$ cat src/rtl/shared_fu_arbiter_if.sv
// Requester-side and FU-side signals of the shared functional-unit arbiter.
// Operand buses carry one DATA_W slice per requester, with slice i belonging to requester i.
interface shared_fu_arbiter_if #(
  parameter int NUM_REQ = 4,
  parameter int DATA_W  = 32
);
  logic [NUM_REQ-1:0]        req;
  logic [NUM_REQ*DATA_W-1:0] req_opa;
  logic [NUM_REQ*DATA_W-1:0] req_opb;
  logic [NUM_REQ-1:0]        stall;
  logic [NUM_REQ-1:0]        rsp_valid;
  logic [DATA_W-1:0]         rsp_data;
  logic                      fu_issue;
  logic [DATA_W-1:0]         fu_opa;
  logic [DATA_W-1:0]         fu_opb;
  logic [DATA_W-1:0]         fu_result;

  modport slave (
    input  req, req_opa, req_opb, fu_result,
    output stall, rsp_valid, rsp_data, fu_issue, fu_opa, fu_opb
  );

  modport master (
    output req, req_opa, req_opb, fu_result,
    input  stall, rsp_valid, rsp_data, fu_issue, fu_opa, fu_opb
  );
endinterface

$ cat src/rtl/shared_fu_arbiter.sv
// Round-robin sharing of one fixed-latency pipelined FU. Issue is combinational and the result returns after LAT cycles.
// A requester stays stalled from its request until its own rsp_valid cycle. The tag pipe never stalls.
module shared_fu_arbiter #(
  parameter int NUM_REQ = 4,
  parameter int DATA_W  = 32,
  parameter int LAT     = 3
) (
  input  logic               clk,
  input  logic               reset,
  shared_fu_arbiter_if.slave io_fu
);
  localparam int IDX_W = $clog2(NUM_REQ);

  logic [NUM_REQ-1:0] r_pending;
  logic [IDX_W-1:0]   r_rr_ptr;
  logic [LAT-1:0]     r_tag_vld;
  logic [IDX_W-1:0]   r_tag_idx [LAT];
  logic               r_rst_q;

  logic [NUM_REQ-1:0] w_elig;
  logic [NUM_REQ-1:0] w_rsp;
  logic [NUM_REQ-1:0] w_issue_oh;
  logic [IDX_W-1:0]   w_winner;
  logic               w_found;
  logic               w_issue;

  assign w_elig = io_fu.req & ~r_pending;

  always_comb begin
    int j;
    w_found  = 1'b0;
    w_winner = '0;
    j        = 0;
    for (int k = 0; k < NUM_REQ; k++) begin
      j = int'(r_rr_ptr) + k;
      if (j >= NUM_REQ) j = j - NUM_REQ;
      if (!w_found && w_elig[IDX_W'(j)]) begin
        w_found  = 1'b1;
        w_winner = IDX_W'(j);
      end
    end
  end

  // Issue is held off in the reset cycle and the one after it.
  assign w_issue    = w_found & ~reset & ~r_rst_q;
  assign w_issue_oh = w_issue ? (NUM_REQ'(1) << w_winner) : '0;
  assign w_rsp      = (r_tag_vld[LAT-1] && !reset) ? (NUM_REQ'(1) << r_tag_idx[LAT-1]) : '0;

  assign io_fu.fu_issue  = w_issue;
  assign io_fu.fu_opa    = io_fu.req_opa[int'(w_winner)*DATA_W +: DATA_W];
  assign io_fu.fu_opb    = io_fu.req_opb[int'(w_winner)*DATA_W +: DATA_W];
  assign io_fu.rsp_valid = w_rsp;
  assign io_fu.rsp_data  = io_fu.fu_result;
  assign io_fu.stall     = io_fu.req & ~w_rsp;

  always_ff @(posedge clk) begin
    r_rst_q <= reset;
    if (reset) begin
      r_pending <= '0;
      r_rr_ptr  <= '0;
      r_tag_vld <= '0;
    end else begin
      // Issue and response never target the same requester in one cycle.
      r_pending    <= (r_pending & ~w_rsp) | w_issue_oh;
      r_tag_vld[0] <= w_issue;
      for (int k = 1; k < LAT; k++) r_tag_vld[k] <= r_tag_vld[k-1];
      if (w_issue)
        r_rr_ptr <= (w_winner == IDX_W'(NUM_REQ-1)) ? '0 : w_winner + 1'b1;
    end
  end

  always_ff @(posedge clk) begin
    r_tag_idx[0] <= w_winner;
    for (int k = 1; k < LAT; k++) r_tag_idx[k] <= r_tag_idx[k-1];
  end
endmodule
$ cat src/flat_wrapper.sv
// flat-port wrapper written by rule: the top's interface ports become plain ports
module shared_fu_arbiter_flat 
#(
  parameter int NUM_REQ = 4,
  parameter int DATA_W  = 32,
  parameter int LAT     = 3
)
  (clk, reset, io_fu_req, io_fu_req_opa, io_fu_req_opb, io_fu_fu_result, io_fu_stall, io_fu_rsp_valid, io_fu_rsp_data, io_fu_fu_issue, io_fu_fu_opa, io_fu_fu_opb);
  shared_fu_arbiter_if #(.NUM_REQ(NUM_REQ), .DATA_W(DATA_W)) io_fu_i ();
  input  logic clk;
  input  logic reset;
  input wire logic [$bits(io_fu_i.req)-1:0] io_fu_req;
  input wire logic [$bits(io_fu_i.req_opa)-1:0] io_fu_req_opa;
  input wire logic [$bits(io_fu_i.req_opb)-1:0] io_fu_req_opb;
  input wire logic [$bits(io_fu_i.fu_result)-1:0] io_fu_fu_result;
  output wire logic [$bits(io_fu_i.stall)-1:0] io_fu_stall;
  output wire logic [$bits(io_fu_i.rsp_valid)-1:0] io_fu_rsp_valid;
  output wire logic [$bits(io_fu_i.rsp_data)-1:0] io_fu_rsp_data;
  output wire logic [$bits(io_fu_i.fu_issue)-1:0] io_fu_fu_issue;
  output wire logic [$bits(io_fu_i.fu_opa)-1:0] io_fu_fu_opa;
  output wire logic [$bits(io_fu_i.fu_opb)-1:0] io_fu_fu_opb;
  assign io_fu_i.req = io_fu_req;
  assign io_fu_i.req_opa = io_fu_req_opa;
  assign io_fu_i.req_opb = io_fu_req_opb;
  assign io_fu_i.fu_result = io_fu_fu_result;
  assign io_fu_stall = io_fu_i.stall;
  assign io_fu_rsp_valid = io_fu_i.rsp_valid;
  assign io_fu_rsp_data = io_fu_i.rsp_data;
  assign io_fu_fu_issue = io_fu_i.fu_issue;
  assign io_fu_fu_opa = io_fu_i.fu_opa;
  assign io_fu_fu_opb = io_fu_i.fu_opb;
  shared_fu_arbiter #(.NUM_REQ(NUM_REQ), .DATA_W(DATA_W), .LAT(LAT)) u_core (.clk(clk), .reset(reset), .io_fu(io_fu_i));
endmodule
$ cat config.mk
export PLATFORM = sky130hd
export DESIGN_NAME = shared_fu_arbiter_flat
export DESIGN_NICKNAME = d
export VERILOG_FILES = /design/src/rtl/shared_fu_arbiter_if.sv /design/src/rtl/shared_fu_arbiter.sv /design/src/flat_wrapper.sv
export SDC_FILE = /design/constraint.sdc
export NUM_CORES = 1
export LEC_CHECK = 0
export CAP_MARGIN = 30
export CORE_AREA = 8 8 149 151
export CTS_CLUSTER_SIZE = 8
export DETAILED_ROUTE_END_ITERATION = 8
export DIE_AREA = 0 0 157 159
export GPL_ROUTABILITY_DRIVEN = 0
export HOLD_SLACK_MARGIN = 0.05
export PLACE_DENSITY = 0.49
export SLEW_MARGIN = 20
export SYNTH_ARGS = -nofsm -noshare
export SYNTH_HDL_FRONTEND = slang
export SYNTH_SLANG_ARGS = --single-unit
$ cat constraint.sdc
create_clock -name clk -period 2.1 [get_ports clk]
set_input_delay 0.42 -clock clk [delete_from_list [all_inputs] [get_ports clk]]
set_output_delay 0.42 -clock clk [all_outputs]
set_load 0.01 [all_outputs]
==> results by group <==
Placed design
  – DP HPWL: 15100 µm
  – Placed Cells incl. Taps: ~1000
  – Placed Area: 0.00644 mm²
  – PortBufs: 334
  – Dpl ws: -1.19 ns

STA
  – Setup TNS: -25.35 ns
  – Relative slew slack: 80.3%
  – Final Critical Period: 2.56 ns
  – Final Slew Violations: 0
  – Fmax: about 0.4 GHz
  – Final-report setup violation count: 64
  – Worst Max-Slew Pin Slew: about 0.3 ns
  – Fin crit share: 122%
  – RSZ-0062 raised after global routing: yes
  – Clock skew: around 0.0044 ns
  – Final Hold Vio Count: 0
  – Setup ws final: -0.460 ns

Clock network
  – CTS tree: built
  – Clock slew at reported path FFs: 0.05 ns
  – Worst-Skew Late Latency: about 0.25 ns
  – Clock root buffer: clkbuf_16
  – Hold buffer count at cts: 0
  – Total clock sinks: 16
  – CTS Buf Count: 3
  – Clk buf depth: 2
  – H-tree Lvls: 1

Route
  – Final wirelength: 21800 µm
  – Drt drc: 0
  – Post-DR vias/cell: 4.47
  – Number of DRC markers in iteration 0: between 150 and 200
  – Routed wire per std cell: about 20 µm
  – ANT nets after route: 0
  – DR pass1 iterations: 4
  – Detailed-route via count: just under 5000

GRT
  – Gr usage total: 16.0%
  – Initial antenna violation count: 1
  – Largest net degree at the start of global routing: 31
  – GR Overflow Total: 0
  – First-pass GRT wire length: 31000 µm
  – Number of global-route vias before repair: 5229

Pwr
  – LEAKAGE: 0.00317 µW
  – VDD IR-drop max: 355 µV
  – Pwr Density: 816 mW/mm²

Synthesis
  – Dominant cell type by area after synthesis: a21oi_1
  – Synth Register Bits: 16
  – Yosys warnings: 0
  – Number of synthesized flops with an enable pin: 0
  – Avg Inst Size Synth: about 5.9 µm²
  – Largest cells by area after synthesis: a21oi_1 (23%), nand2_1 (18%), a22oi_1 (18%), dfxtp_1 (12%), buf_4 (9.6%)
  – Net Count, Synth: 760
  – Post-synth top area share: 23.5%
  – Mapped Area: 0.00273 mm²
  – Gate count of the mapped netlist: 465
  – Ys async rst share: 0%
  – Most common flop cell mapped by yosys: dfxtp_1
  – Yosys cell types: 33
  – Seq/Total Area, Yosys: 11.7%

Layout
  – Post-Layout Cell Count: 1096
  – Synthesis-to-layout area growth: 175%
  – Design area: 0.00750 mm²
  – Commonest non-fill, non-tap cell in the layout: clkdlybuf4s50_1
  – Layout cells sized above 1: 30.7%
  – Multi-input gate area: ~0.0023 mm²
  – Layout Nets: 1121
  – Register Area: 324 µm²
  – Most frequent cells in the layout: clkdlybuf4s50_1 (259), nand2_1 (122), a21oi_1 (97)
  – Fillers: 2080

Worst setup path
  – R2R depth: 12
  – Crit path max fanout: 7
  – CP Class: flip-flop to primary output
  – Crit path required time: 1.68 ns
  – Worst Path Arrival: 2.14 ns
  – Critical path launch point type: flip-flop
  – CP endpoint kind: primary output

Floorplanning
  – Full die area: 0.0250 mm²
  – Die Y-Extent: 159 µm
  – Chip width: 157 µm
  – FP Rows: 52
  – Core area: ~0.020 mm²
  – Io pins: 399
  – Initial Utilization: 13.7%

Status
  – Failing checks: negative setup slack
  – Status: complete, but fails checks

Worst hold path
  – Worst Hold Path Cells: 0
  – HP Class: flip-flop to flip-flop

Flow run
  – Max-cap check violation count: 0
## Yosys cell counts, types with 2 or more instances
cell type,number
nor2b_1,7
dfxtp_1,16
nand2b_1,5
and2_1,2
nor3b_1,2
buf_4,35
inv_1,6
a21oi_1,128
buf_2,28
nand2_1,132
a22oi_1,65
clkbuf_1,11
nor2_1,6
inv_2,2
o32ai_1,2
## power breakdown
part	total (µW)	internal [µW]	switching, µW	leakage (µW)
Combinational	5310	2830	2480	0.00299
Clock	413	289	123	0.0000442
Sequential	397	359	38.0	0.000134
## critical path, stage by stage, from the launching register on
cell	delay, ns
dfxtp_2	0.32
and2b_1	0.21
a311o_1	0.32
nand2_4	0.11
buf_12	0.11
buf_8	0.10
buf_12	0.13
buf_6	0.11
buf_6	0.10
nand2_2	0.04
a22oi_1	0.16
buf_2	0.17
## path summary, 6_finish.rpt
path	slack (ns)	end	startpoint
hold / removal	0.32	u_core.r_tag_idx[0][5]	u_core.r_tag_idx[0][3]
setup reg to reg	0.03	u_core.r_rr_ptr[1]	u_core.r_pending[3]
hold reg to reg	0.32	u_core.r_tag_idx[0][5]	u_core.r_tag_idx[0][3]
setup / recovery	-0.46	io_fu_fu_opa[0]	u_core.r_pending[3]
## per-layer routing
metal | vias to the layer above | global-route usage [%] | share of wire, %
met2 | 261 | 29.1 | 50
met5 | - | 0 | 0
met1 | 2246 | 17.1 | 38
met3 | 39 | 4.97 | 8.9
met4 | 0 | 5.16 | 2.9
li1 | 2351 | - | -
## sequential cells by signal (all words and copies together), names as in the netlist
name	flops
u_core.r_tag_idx	6
u_core.r_pending	4
u_core.r_tag_vld	3
u_core.r_rr_ptr	2
u_core.r_rst_q	1
## repair_timing
item | in CTS | in global routing
pin swaps | 39 | 6
gates resized for setup | 382 | 30
setup buffers | 34 | 3
gates cloned | 13 | 6
setup endpoints to repair | 75 | 68
## cells by family (layout without fill, tap and decap cells)
family                     count (synthesis)  after routing  share of synthesized area (%)
DFF                                       16             16                           11.7
muxes                                      1              1                          0.367
AOI/OAI and AO/OA                        205            205                           45.7
other                                      0              1                              0
buffers and inverters                     83            443                           17.8
adders and majority gates                  1              1                          0.459
and+or+nand+nor                          159            159                           23.9
## layout make-up
cell class / instances / share of cell area [%]
repair buffers: 430 / 59.1
inverters: 8 / 0.684
repair inverters: 1 / 0.0835
diodes: 1 / 0.0334
flip-flops and latches: 16 / 4.32
clock buffers: 4 / 1.19
well taps: 270 / 4.51
multi-input cells: 366 / 30.1
## stage by stage
step	hold WS (ns)	power, µW	utilization, %
2_1_floorplan	0.310	2320	-
4_1_cts	0.324	5890	36.4
3_3_place_gp	0.311	4650	32.5
3_5_place_dp	0.312	4620	32.5
6_report	0.323	6120	37.8
5_1_grt	0.335	6590	37.8
(Power assumes the default switching activity.)
